--- src/rtl/lcd_bus_responder_pkg.sv ---
// lcd_bus_responder_pkg: shared state encoding, register map and command helpers
package lcd_bus_responder_pkg;
  typedef enum logic [2:0] {ST_IDLE, ST_SETUP, ST_PULSE, ST_HOLD, ST_WAIT} state_e;
  localparam logic [11:0] CMD_ADDR = 12'h880;
  localparam logic [11:0] STAT_ADDR = 12'h884;
  localparam logic [7:0] LCD_CLEAR = 8'h01;
  localparam logic [7:0] LCD_HOME = 8'h02;
  function automatic logic is_long_cmd(input logic rs, input logic [7:0] d);
    return !rs && (d == LCD_CLEAR || d == LCD_HOME);
  endfunction
endpackage

--- src/rtl/lcd_cmd_fifo.sv ---
// lcd_cmd_fifo: small command queue; a push into a full queue is accepted when a pop happens in the same cycle
module lcd_cmd_fifo #(
  parameter int WIDTH = 9,
  parameter int DEPTH = 4,
  localparam int AW = $clog2(DEPTH),
  localparam int CW = AW + 1
) (
  input  logic             clk_i,
  input  logic             rst_ni,
  input  logic             push_i,
  input  logic             pop_i,
  input  logic [WIDTH-1:0] data_i,
  output logic [WIDTH-1:0] data_o,
  output logic             full_o,
  output logic             empty_o,
  output logic [CW-1:0]    count_o
);
  logic [WIDTH-1:0] mem_q [DEPTH];
  logic [AW-1:0] wr_q, rd_q;
  logic [CW-1:0] cnt_q;
  logic do_pop, do_push;
  assign full_o = cnt_q == CW'(DEPTH);
  assign empty_o = cnt_q == '0;
  assign count_o = cnt_q;
  assign data_o = mem_q[rd_q];
  assign do_pop = pop_i && !empty_o;
  assign do_push = push_i && (!full_o || do_pop);
  // pointers wrap naturally because DEPTH is a power of two
  always_ff @(posedge clk_i or negedge rst_ni) begin
    if (!rst_ni) begin
      wr_q <= '0;
      rd_q <= '0;
      cnt_q <= '0;
    end else begin
      wr_q <= wr_q + AW'(do_push);
      rd_q <= rd_q + AW'(do_pop);
      cnt_q <= cnt_q + CW'(do_push) - CW'(do_pop);
    end
  end
  // storage needs no reset; only slots between the pointers are ever read
  always_ff @(posedge clk_i) begin
    if (do_push) mem_q[wr_q] <= data_i;
  end
endmodule

--- src/rtl/lcd_bus_responder.sv ---
// lcd_bus_responder: memory-mapped HD44780-style write port with command queue and timed EN strobe
module lcd_bus_responder
  import lcd_bus_responder_pkg::*;
#(
  parameter int SETUP_CYC = 2,
  parameter int PULSE_CYC = 12,
  parameter int HOLD_CYC = 2,
  parameter int WAIT_CYC = 2000,
  parameter int LONG_WAIT_CYC = 82000,
  parameter int FIFO_DEPTH = 4
) (
  input  logic        clk_i,
  input  logic        rst_ni,
  input  logic        st_en_i,
  input  logic [11:0] addr_i,
  input  logic [31:0] st_data_i,
  output logic [31:0] ld_data_o,
  output logic [7:0]  lcd_data_o,
  output logic        lcd_rs_o,
  output logic        lcd_rw_o,
  output logic        lcd_en_o,
  output logic        lcd_on_o
);
  localparam int CW = $clog2(FIFO_DEPTH) + 1;
  state_e state_q, state_d;
  logic [31:0] cnt_q, cnt_d;
  logic [7:0] data_q, data_d;
  logic rs_q, rs_d, en_q, en_d, on_q, ovf_q;
  logic cmd_st, stat_st, pop, full, empty, busy, unused_bits;
  logic [8:0] head;
  logic [CW-1:0] count;
  assign cmd_st = st_en_i && addr_i == CMD_ADDR;
  assign stat_st = st_en_i && addr_i == STAT_ADDR;
  assign busy = state_q != ST_IDLE || !empty;
  assign ld_data_o = addr_i == STAT_ADDR ? {ovf_q, 24'd0, 3'(count), 1'b0, full, empty, busy} : 32'd0;
  assign lcd_data_o = data_q;
  assign lcd_rs_o = rs_q;
  assign lcd_rw_o = 1'b0;
  assign lcd_en_o = en_q;
  assign lcd_on_o = on_q;
  assign unused_bits = ^st_data_i[30:9];
  lcd_cmd_fifo #(.WIDTH(9), .DEPTH(FIFO_DEPTH)) u_fifo (
    .clk_i(clk_i),
    .rst_ni(rst_ni),
    .push_i(cmd_st),
    .pop_i(pop),
    .data_i(st_data_i[8:0]),
    .data_o(head),
    .full_o(full),
    .empty_o(empty),
    .count_o(count)
  );
  // sequencer: each phase loads the shared down-counter with its length minus one
  always_comb begin
    state_d = state_q;
    cnt_d = cnt_q;
    pop = 1'b0;
    data_d = data_q;
    rs_d = rs_q;
    case (state_q)
      ST_IDLE: if (!empty) begin
        pop = 1'b1;
        {rs_d, data_d} = head;
        cnt_d = 32'(SETUP_CYC - 1);
        state_d = ST_SETUP;
      end
      ST_SETUP: if (cnt_q == '0) begin
        cnt_d = 32'(PULSE_CYC - 1);
        state_d = ST_PULSE;
      end else cnt_d = cnt_q - 32'd1;
      ST_PULSE: if (cnt_q == '0) begin
        cnt_d = 32'(HOLD_CYC - 1);
        state_d = ST_HOLD;
      end else cnt_d = cnt_q - 32'd1;
      ST_HOLD: if (cnt_q == '0) begin
        cnt_d = is_long_cmd(rs_q, data_q) ? 32'(LONG_WAIT_CYC - 1) : 32'(WAIT_CYC - 1);
        state_d = ST_WAIT;
      end else cnt_d = cnt_q - 32'd1;
      ST_WAIT: if (cnt_q == '0) state_d = ST_IDLE;
      else cnt_d = cnt_q - 32'd1;
      default: state_d = ST_IDLE;
    endcase
    en_d = state_d == ST_PULSE;
  end
  // sequencer state, latched command and registered EN so the strobe cannot glitch
  always_ff @(posedge clk_i or negedge rst_ni) begin
    if (!rst_ni) begin
      state_q <= ST_IDLE;
      cnt_q <= '0;
      data_q <= '0;
      rs_q <= 1'b0;
      en_q <= 1'b0;
    end else begin
      state_q <= state_d;
      cnt_q <= cnt_d;
      data_q <= data_d;
      rs_q <= rs_d;
      en_q <= en_d;
    end
  end
  // backlight enable and sticky overflow; a push that coincides with a pop is not an overflow
  always_ff @(posedge clk_i or negedge rst_ni) begin
    if (!rst_ni) begin
      on_q <= 1'b0;
      ovf_q <= 1'b0;
    end else begin
      on_q <= stat_st ? st_data_i[0] : on_q;
      ovf_q <= (stat_st && st_data_i[31]) ? 1'b0 : (cmd_st && full && !pop) ? 1'b1 : ovf_q;
    end
  end
endmodule

--- config.mk ---
export PLATFORM = sky130hd
export DESIGN_NAME = lcd_bus_responder
export DESIGN_NICKNAME = d
export VERILOG_FILES = /design/src/rtl/lcd_bus_responder_pkg.sv /design/src/rtl/lcd_cmd_fifo.sv /design/src/rtl/lcd_bus_responder.sv
export SDC_FILE = /design/constraint.sdc
export NUM_CORES = 1
export LEC_CHECK = 0
export CAP_MARGIN = 40
export CELL_PAD_IN_SITES_DETAIL_PLACEMENT = 2
export CELL_PAD_IN_SITES_GLOBAL_PLACEMENT = 2
export CORE_MARGIN = 5
export CORE_UTILIZATION = 34
export DETAILED_ROUTE_END_ITERATION = 12
export PLACE_DENSITY_LB_ADDON = 0.1
export SETUP_SLACK_MARGIN = 0.5
export SLEW_MARGIN = 10
export SYNTH_ARGS = -nofsm -noshare
export SYNTH_HDL_FRONTEND = slang
export SYNTH_HIERARCHICAL = 1
export SYNTH_SLANG_ARGS = --single-unit
--- constraint.sdc ---
create_clock -name clk_i -period 4 [get_ports clk_i]
set_input_delay 0.8 -clock clk_i [delete_from_list [all_inputs] [get_ports clk_i]]
set_output_delay 0.8 -clock clk_i [all_outputs]
set_load 0.03 [all_outputs]
Word-level counts from Yosys, hierarchy flattened
Memories as Yosys holds them, arrays and structs flattened. A register that Yosys moved wholly into a read port is not among the register bits.
Index checks and enable logic that the tools add are counted.
{"block": "word_totals", "output_inout_bits": 44, "mem_bits_rw": 36, "inputBits": 47, "register_bits": 45, "n_memories": 1}
{"block": "classes", "n_reduce_logical": 24, "n_eq_ne": 12, "add_sub_neg": 5, "muxes": 20, "n_bitwise": 1}
{"name": "u_fifo.mem_q", "words": 4, "word_bits": 9, "read_ports": 1, "rd_ports_with_merged_regs": 1, "wr": 1, "line": "lcd_cmd_fifo.sv:18", "source": "logic [WIDTH-1:0] mem_q [DEPTH];"}
{"operator": "$mux W32", "count": 6}
{"operator": "$pmux W32 S5", "count": 1}
{"operator": "$logic_not A32 Y1", "count": 1}
{"operator": "$sub A32 B1 Y32 const B", "count": 1}
{"operator": "$eq A12 B12 Y1 const B", "count": 2}
{"operator": "$mux W17", "count": 1}
{"operator": "$mux W3", "count": 5}
{"operator": "$pmux W3 S5", "count": 1}
{"operator": "$eq A3 B2 Y1 const B", "count": 3}
{"operator": "$eq A8 B1 Y1 const B", "count": 1}
{"operator": "$eq A8 B2 Y1 const B", "count": 1}
{"operator": "$logic_and A1 B1 Y1", "count": 8}
{"operator": "$eq A3 B3 Y1 const B", "count": 2}
{"operator": "$logic_not A3 Y1", "count": 2}
{"operator": "$mux W1", "count": 6}
{"operator": "$logic_not A1 Y1", "count": 5}
{"operator": "$reduce_bool A5 Y1", "count": 1}
{"operator": "$add A2 B1 Y2", "count": 2}
{"operator": "$ne A2 B2 Y1 const B", "count": 2}
{"operator": "$add A3 B1 Y3", "count": 1}
{"operator": "$eq A3 B1 Y1 const B", "count": 1}
{"operator": "$logic_or A1 B1 Y1", "count": 3}
{"operator": "$reduce_and A3 Y1", "count": 1}
{"operator": "$reduce_bool A3 Y1", "count": 1}
{"operator": "other kinds (4)", "count": 4}

Depth between registers and ports, before layout
Gate-level depths: netlist of run 1.
{"block": "logic_depth", "ltp_word": 8, "mapped_depth": 11}

Hierarchy
The synthesis of run 1 kept the hierarchy.
{"mod": "lcd_bus_responder", "area_each_um2": 2977.9, "n_inst": 1, "cells_each": 334}
{"mod": "lcd_cmd_fifo", "area_each_um2": 1692.9, "n_inst": 1, "cells_each": 78}

Least setup slack after synthesis of run 1
No wires, ideal clock.
{"block": "synth_path", "path_type": "input to register", "start": "input port addr_i[5]", "end": "memory u_fifo.mem_q[0][0], enable pin", "setup_slack_ns": 0.775, "cell_stages": 6, "arrival_ns": 2.822, "setup_time_ns": 0.403, "cell_sequence": "nor4bb_1 and3_1 clkbuf_1 nand2_1 nor2_1 nor4b_1"}
{"block": "synth_via", "elab_chain_len": 5}
{"item": "start: declaration", "line": "lcd_bus_responder.sv:15", "source": "input logic [11:0] addr_i,"}
{"item": "$eq A12 B12 Y1", "line": "lcd_bus_responder.sv:32", "source": "assign cmd_st = st_en_i && addr_i == CMD_ADDR;"}
{"item": "$logic_and A1 B1 Y1", "line": "lcd_bus_responder.sv:32"}
{"item": "named net cmd_st", "line": "lcd_bus_responder.sv:29", "source": "logic cmd_st, stat_st, pop, full, empty, busy, unused_bits;"}
{"item": "$logic_and A1 B1 Y1", "line": "lcd_cmd_fifo.sv:27", "source": "assign do_push = push_i && (!full_o || do_pop);"}
{"item": "$mux W1", "line": "lcd_cmd_fifo.sv:42", "source": "if (do_push) mem_q[wr_q] <= data_i;"}
{"item": "$mux W1 (implied by the code)", "line": "lcd_cmd_fifo.sv:42"}
{"item": "end: declaration", "line": "lcd_cmd_fifo.sv:18"}
The timed path passes the listed nets, and every way through them passes these cells.

Final worst setup path of run 1
{"block": "layout_path", "start": "input port addr_i[1]", "end": "output port ld_data_o[0]"}
{"block": "layout_via", "elab_chain_len": 2}
{"item": "$eq A12 B12 Y1", "line": "lcd_bus_responder.sv:35", "source": "assign ld_data_o = addr_i == STAT_ADDR ? {ovf_q, 24'd0, 3'(count), 1'b0, full, empty, busy} : 32'd0;"}
{"item": "$mux W32", "line": "lcd_bus_responder.sv:35"}
{"item": "end: declaration", "line": "lcd_bus_responder.sv:17", "source": "output logic [31:0] ld_data_o,"}
No other way between the ends.

==> results.md, run 1 <==
- Status: complete, no violations
- CP peak stage delay: 0.42 ns
- Yosys top cell by area: dfrtp_1
- P per Cell Area: 354 nW/µm²
- Chip Height: 127 µm
- TritonCTS clock tree: built
- Logic gate share of total power: between 4 and 5%
- Critical Path Sink Type: output pin
- Worst reg2reg path endpoint: cnt_q[3]$_DFFE_PN0P_
- CTS Buf Count: 9
- Floorplan row count: 42
- Gr usage total: ~17%
- Final WL: roughly 13 mm
- Vias in the first global route: between 4000 and 5000
- Synth top area share: between 20% and 30%
- Min-delay worst type: primary input to asynchronous set/reset pin
- RSZ-0062 raised after global routing: false
- # setup viols final: 0
- Worst r2r path cells: 6
- Period utilization: between 80% and 90%
- Post-DRT Antenna Nets: 0
- Final hold viol count: 0
- Gate Count Post-Synth: 412
- Dominant register cell in the synthesized netlist: dfrtp_1
- Sequential Power Share: around half
- Slew @ Worst Pin: 0.751 ns
- Leak: around 2.3 nW
- Post-synthesis to final-layout area growth: 20.1%
- Highest clock rate: ~300 MHz
- Most frequent cell after synthesis: dfrtp_1
- Post-CTS setup buffer count: 0
- Tmin final: between 3 and 4 ns
- Reg2Reg Launch Point: cnt_q[15]$_DFFE_PN0P_
- FF+latch count, synth: 90
- Reg-to-reg slack, setup: roughly 1.2 ns
- Top cells by count, synth: dfrtp_1, edfxtp_1, a31oi_1
- Net Sw Power: 0.483 mW
- Critical path class: primary input to output pin
- Worst setup SP type: primary input
- Synth Area per Inst: about 11 µm²
- Initial antenna violation count: 0
- Die footprint: between 15000 and 20000 µm²
- Register area share after synthesis: 52.1%
- Fin. max-slew vios: 0
- Setup_tns: 0 ns
- Total gr overflow: 0
- Post-DP HPWL: between 9 and 10 mm
- Die X: between 100 and 150 µm
- CP max FO: 10
- Post-Syn Area: ~4700 µm²
- Initial Utilization: approximately a third
- Clock network power share: 46.0%
- Yosys warning count: 6
- First DRT Iteration DRCs: between 100 and 150
- Post-synth ARST share: about three fifths
- Hold WS: approximately 0.44 ns
- Residual DRC count: 0
- Root buffer cell: clkbuf_16
- Num ports: 91
- Avg WL per Cell: between 20 and 25 µm
- Clk sinks: 90
- Largest net degree at the start of global routing: 33
- EDFF count, synth: 36
- Via density: ~5.6
- CP max stage cell: clkdlybuf4s50_1
- Insertion delay to the later sink of the worst-skew pair: 0.35 ns
- Reg clk slew, reported paths: roughly 0.070 ns
- Layout cells sized above 1: 15.6%
- Final Wtd Congestion: 0.764
- Top post-synthesis cells by area: dfrtp_1, edfxtp_1, buf_4
- Peak VDD IR: 0.000273 V
- First-pass GRT wire length: about 22 mm
- Req. time, crit path: approximately 3.2 ns
- Clock tree buffer depth: 2
- Antenna Cells: 0
- H-tree depth: 3
- Worst rel slew slack: between 40 and 50%
- Port Buffer Count: 42
- Max_cap viols: 0
- First drt pass iteration count: 4
- Final Skew: slightly below 0.005 ns
- Hold buffers post-CTS: 0
- Arrival time worst endpoint: about 2.5 ns
- Via count: 3569
- Sequence of cells on the critical path: clkdlybuf4s50_1, nor4_1, and3_2, and2_1, o21a_1, dlygate4sd2_1
- CORE AREA: 13300 µm²
- Int Pwr: approximately 1.5 mW
- Count of cell types in the netlist: between 60 and 70
- Sw Share: 24.3%
- Nets@finish: approximately 510
==> cells by family (layout without fill, tap and decap cells) <==
group	after synthesis	count (layout)	synth area share (%)
AND/OR/NAND/NOR	128	128	16.0
AO/OA/AOI/OAI	104	104	14.9
flip-flops	90	90	52.1
buffers and inverters	56	86	7.02
multiplexers	21	21	7.18
XOR/XNOR	7	7	1.31
adder cells (fa/ha/maj)	5	5	1.50
other	1	26	0.0803
==> timing repair <==
action | CTS | global route
hold endpoints to repair | 0 | 0
gates resized for setup | 2 | 6
setup endpoints to repair | 7 | 6
cloned | 0 | 0
==> layout by cell type (no fill, tap or decap), types with 11 or more instances in the layout <==
| master | instances |
|---|---|
| buf_4 | 20 |
| nor3_1 | 13 |
| nand3_1 | 11 |
| conb_1 | 26 |
| nor2_1 | 20 |
| o21ai_0 | 17 |
| dfrtp_1 | 54 |
| nand2_1 | 20 |
| edfxtp_1 | 36 |
| nor4_1 | 11 |
| a21oi_1 | 13 |
| clkdlybuf4s50_1 | 34 |
| a31oi_1 | 30 |
==> worst max-delay path, delay by kind of cell <==
family	cells	cell delay (ns)
AOI/OAI and AO/OA	1	0.12
buffers and inverters	2	0.82
and+or+nand+nor	3	0.76
==> metal layers <==
layer  vias to the layer above  share of wire (%)  global-route usage (%)
li1                       1638                  -                       -
met1                      1861                 44                    21.9
met4                         0                1.6                    5.30
met2                        54                 52                    30.5
met5                         -                  0                       0
met3                        16                2.3                    3.13
==> power by group through the flow <==
stage          sequential, mW  clock (mW)  combinational [mW]
2_1_floorplan           0.996           0              0.0694
3_3_place_gp            0.998           0              0.0916
3_5_place_dp            0.998           0              0.0954
4_1_cts                 0.979       0.944              0.0952
5_1_grt                 0.981       0.991               0.103
6_report                0.979       0.915              0.0939
==> stage by stage <==
step	instance area [µm²]	instances	worst slack, ns	utilization, %	power, mW
after floorplan	4760	437	0.775	-	1.06
after global placement	5280	627	0.363	39.5	1.09
after detailed placement	5280	627	0.362	39.5	1.09
after CTS	5600	643	0.507	41.9	2.02
after global routing	5610	643	0.581	42.0	2.07
final	5610	643	0.711	42.0	1.99
==> worst max-delay path by stage <==
stage	startpoint	endpoint
after global placement	addr_i[7]	ld_data_o[0]
after global routing	addr_i[7]	ld_data_o[0]
after CTS	addr_i[7]	ld_data_o[31]
final	addr_i[1]	ld_data_o[0]
after detailed placement	addr_i[7]	ld_data_o[0]
after floorplan	addr_i[5]	u_fifo/mem_q[0][0]$_DFFE_PP_
==> layout make-up <==
| cell class | count | area (µm²) |
|---|---|---|
| clock buffer | 9 | 225 |
| fill | 1414 | 7740 |
| sequential | 90 | 2430 |
| multi-input combinational | 291 | 2030 |
| inverter | 8 | 30.0 |
| clock inverter | 7 | 93.8 |
| timing repair buffer | 62 | 579 |
| tap | 176 | 220 |
==> registers in the layout, summed over array words and instances, names as in the netlist <==
signal	count
u_fifo/mem_q	36
cnt_q	32
lcd_data_o	8
state_q	3
u_fifo/count_o	3
u_fifo/rd_q	2
u_fifo/wr_q	2
lcd_en_o	1
lcd_on_o	1
lcd_rs_o	1
ovf_q	1
Note: power is estimated with default switching activity, not from simulation.
==> inputs of run 2 (changes only) <==
==> constraint.sdc (replaced) <==
create_clock -name clk_i -period 3.2 [get_ports clk_i]
set_input_delay 0.64 -clock clk_i [delete_from_list [all_inputs] [get_ports clk_i]]
set_output_delay 0.64 -clock clk_i [all_outputs]
set_load 0.03 [all_outputs]
==> run 2 against run 1 <==
  * Critical path depth decreased by 2
  * Register-to-register slack got worse by 0.59 ns
  * Core utilization increased by 1.5 points
  * Critical endpoint unchanged
  * Sequential share of layout area decreased by 1.5 points
  * Global-route usage increased by 0.55 points
  * Worst hold slack got worse by 0.16 ns
==> results.md, run 2 (synthesis gave the netlist of run 1 again) <==
- Req. time, crit path: 2.56 ns (-0.64 ns)
- Antenna Cells: 0 (unchanged)
- Num ports: 91 (unchanged)
- # setup viols final: 0 (unchanged)
- Chip Height: 127 µm (unchanged)
- Hold buffers post-CTS: 0 (unchanged)
- Final Wtd Congestion: 0.738 (-3.4%)
- Total gr overflow: 0 (unchanged)
- CTS Buf Count: 9 (unchanged)
- CP max FO: 6 (-4)
- First drt pass iteration count: 4 (unchanged)
- Worst rel slew slack: 49.9% (about the same)
- Max_cap viols: 0 (unchanged)
- Most frequent cells in the layout: dfrtp_1, buf_4, edfxtp_1, a31oi_1, conb_1
- Floorplan row count: 42 (unchanged)
- Clock tree buffer depth: 2 (unchanged)
- Post-DRT Antenna Nets: 0 (unchanged)
- H-tree depth: 3 (unchanged)
- Min-delay worst type: primary input to asynchronous set/reset pin
- P per Cell Area: 437 nW/µm² (+23%)
- Biggest register: u_fifo/mem_q
- Worst path bufs/invs: 1 (-1)
- Largest register FFs: 36 (unchanged)
- Hold WS: 0.281 ns (-0.157 ns)
- Port Buffer Count: 42 (unchanged)
- Worst setup SP type: register
- Critical Path Sink Type: output pin
- Tmin final: 2.66 ns
- Leak: 2.39 nW (+2.3%)
- Peak VDD IR: 0.000393 V (+44%)
- Fin. max-slew vios: 0 (unchanged)
- Initial Utilization: 35.0% (unchanged)
- RSZ-0062 raised after global routing: false
- Arrival time worst endpoint: 2.02 ns (-0.47 ns)
- CORE AREA: 13300 µm² (unchanged)
- Dpl cells: 629 (+0.32%)
- Reg clk slew, reported paths: 0.08 ns (about the same)
- Final hold viol count: 0 (unchanged)
- TritonCTS clock tree: built
- Largest net degree at the start of global routing: 55 (+67%)
- Layout cells sized above 1: 23.4% (+7.8 points)
- Nets@finish: 529 (+2.9%)
- First-pass GRT wire length: 22.9 mm (+2.8%)
- Residual DRC count: 0 (unchanged)
- Finished Cell Area: 5820 µm² (+3.7%)
- Critical path class: register to output pin
- Post-DP HPWL: 9.55 mm (+1.5%)
- Highest clock rate: 375 MHz
- Period utilization: 83.2%
- Final Skew: 0.00832 ns (+0.00336 ns)
- Most common cell after layout, fill and taps aside: dfrtp_1
- CP peak stage delay: 0.53 ns (+0.11 ns)
- Clk sinks: 90 (unchanged)
- Die footprint: 16200 µm² (unchanged)
- Initial antenna violation count: 0 (unchanged)
- First DRT Iteration DRCs: 122 (+5.2%)
- Core Util, Final: 43.6% (+1.5 points)
- Setup_tns: 0 ns (unchanged)
- Sequence of cells on the critical path: nor3_4, or3b_2, o21a_1, buf_6
- Status: complete, no violations
- Insertion delay to the later sink of the worst-skew pair: 0.36 ns (about the same)
- Slew @ Worst Pin: 0.751 ns (-0.000221 ns)
- Via count: 3645 (+2.1%)
- Critical path's top delay family: simple AND/OR/NAND/NOR gates
- Final WL: 14.0 mm (+5.6%)
- Non-Filler Instances: 658 (+2.3%)
- Post-synthesis to final-layout area growth: 24.6%
- Die X: 127 µm (unchanged)
- Placed Area: 5320 µm² (+0.85%)
- Via density: 5.54 (-0.20%)
- Avg WL per Cell: 21.3 µm (+3.2%)
- Root buffer cell: clkbuf_16
- Place WS: 0.0422 ns (-0.320 ns)
- PnR Total Power: 2.55 mW (+28%)
- Gr usage total: 18.0% (+0.55 points)
- Vias in the first global route: 4044 (-0.32%)
- Post-layout worst setup margin: 0.536 ns (-0.175 ns)
- CP max stage cell: or3b_2
run 2: routing by layer:
| layer | vias to the layer above | part of all wire (%) | global-route usage [%] |
|---|---|---|---|
| met5 | - | 0 | 0 |
| met2 | 53 | 52 | 30.7 |
| met3 | 10 | 2.8 | 3.76 |
| met4 | 0 | 0.95 | 4.67 |
| met1 | 1912 | 45 | 23.3 |
| li1 | 1670 | - | - |
run 2: layout make-up:
cell class | instances | area (µm²)
fill | 1399 | 7530
sequential | 90 | 2440
multi-input combinational | 291 | 2120
timing repair buffer | 77 | 696
clock buffer | 9 | 225
tap | 176 | 220
clock inverter | 7 | 90.1
inverter | 8 | 30.0
run 2: final timing paths:
kind	startpoint	end	slack, ns	cells past startpoint
hold / removal	rst_ni	cnt_q[23]$_DFFE_PN0P_	0.28	2
hold reg to reg	cnt_q[29]$_DFFE_PN0P_	cnt_q[29]$_DFFE_PN0P_	0.50	1
setup / recovery	u_fifo/count_o[2]$_DFF_PN0_	ld_data_o[0]	0.54	4
max in group asynchronous	rst_ni	cnt_q[9]$_DFFE_PN0P_	2.64	2
min in group clk_i	cnt_q[29]$_DFFE_PN0P_	cnt_q[29]$_DFFE_PN0P_	0.50	1
setup reg to reg	cnt_q[22]$_DFFE_PN0P_	cnt_q[8]$_DFFE_PN0P_	0.65	5
run 2: power by group:
part           internal (mW)  switching, mW  leakage [nW]
logic                 0.0616         0.0852          1.24
clock network          0.632          0.541         0.157
registers               1.21         0.0146         0.991
total                   1.90          0.641          2.39
run 2: timing repair:
item	in CTS	in global routing
setup buffers	3	10
resized for setup	14	16
setup endpoints to repair	25	37
pin swaps	9	9
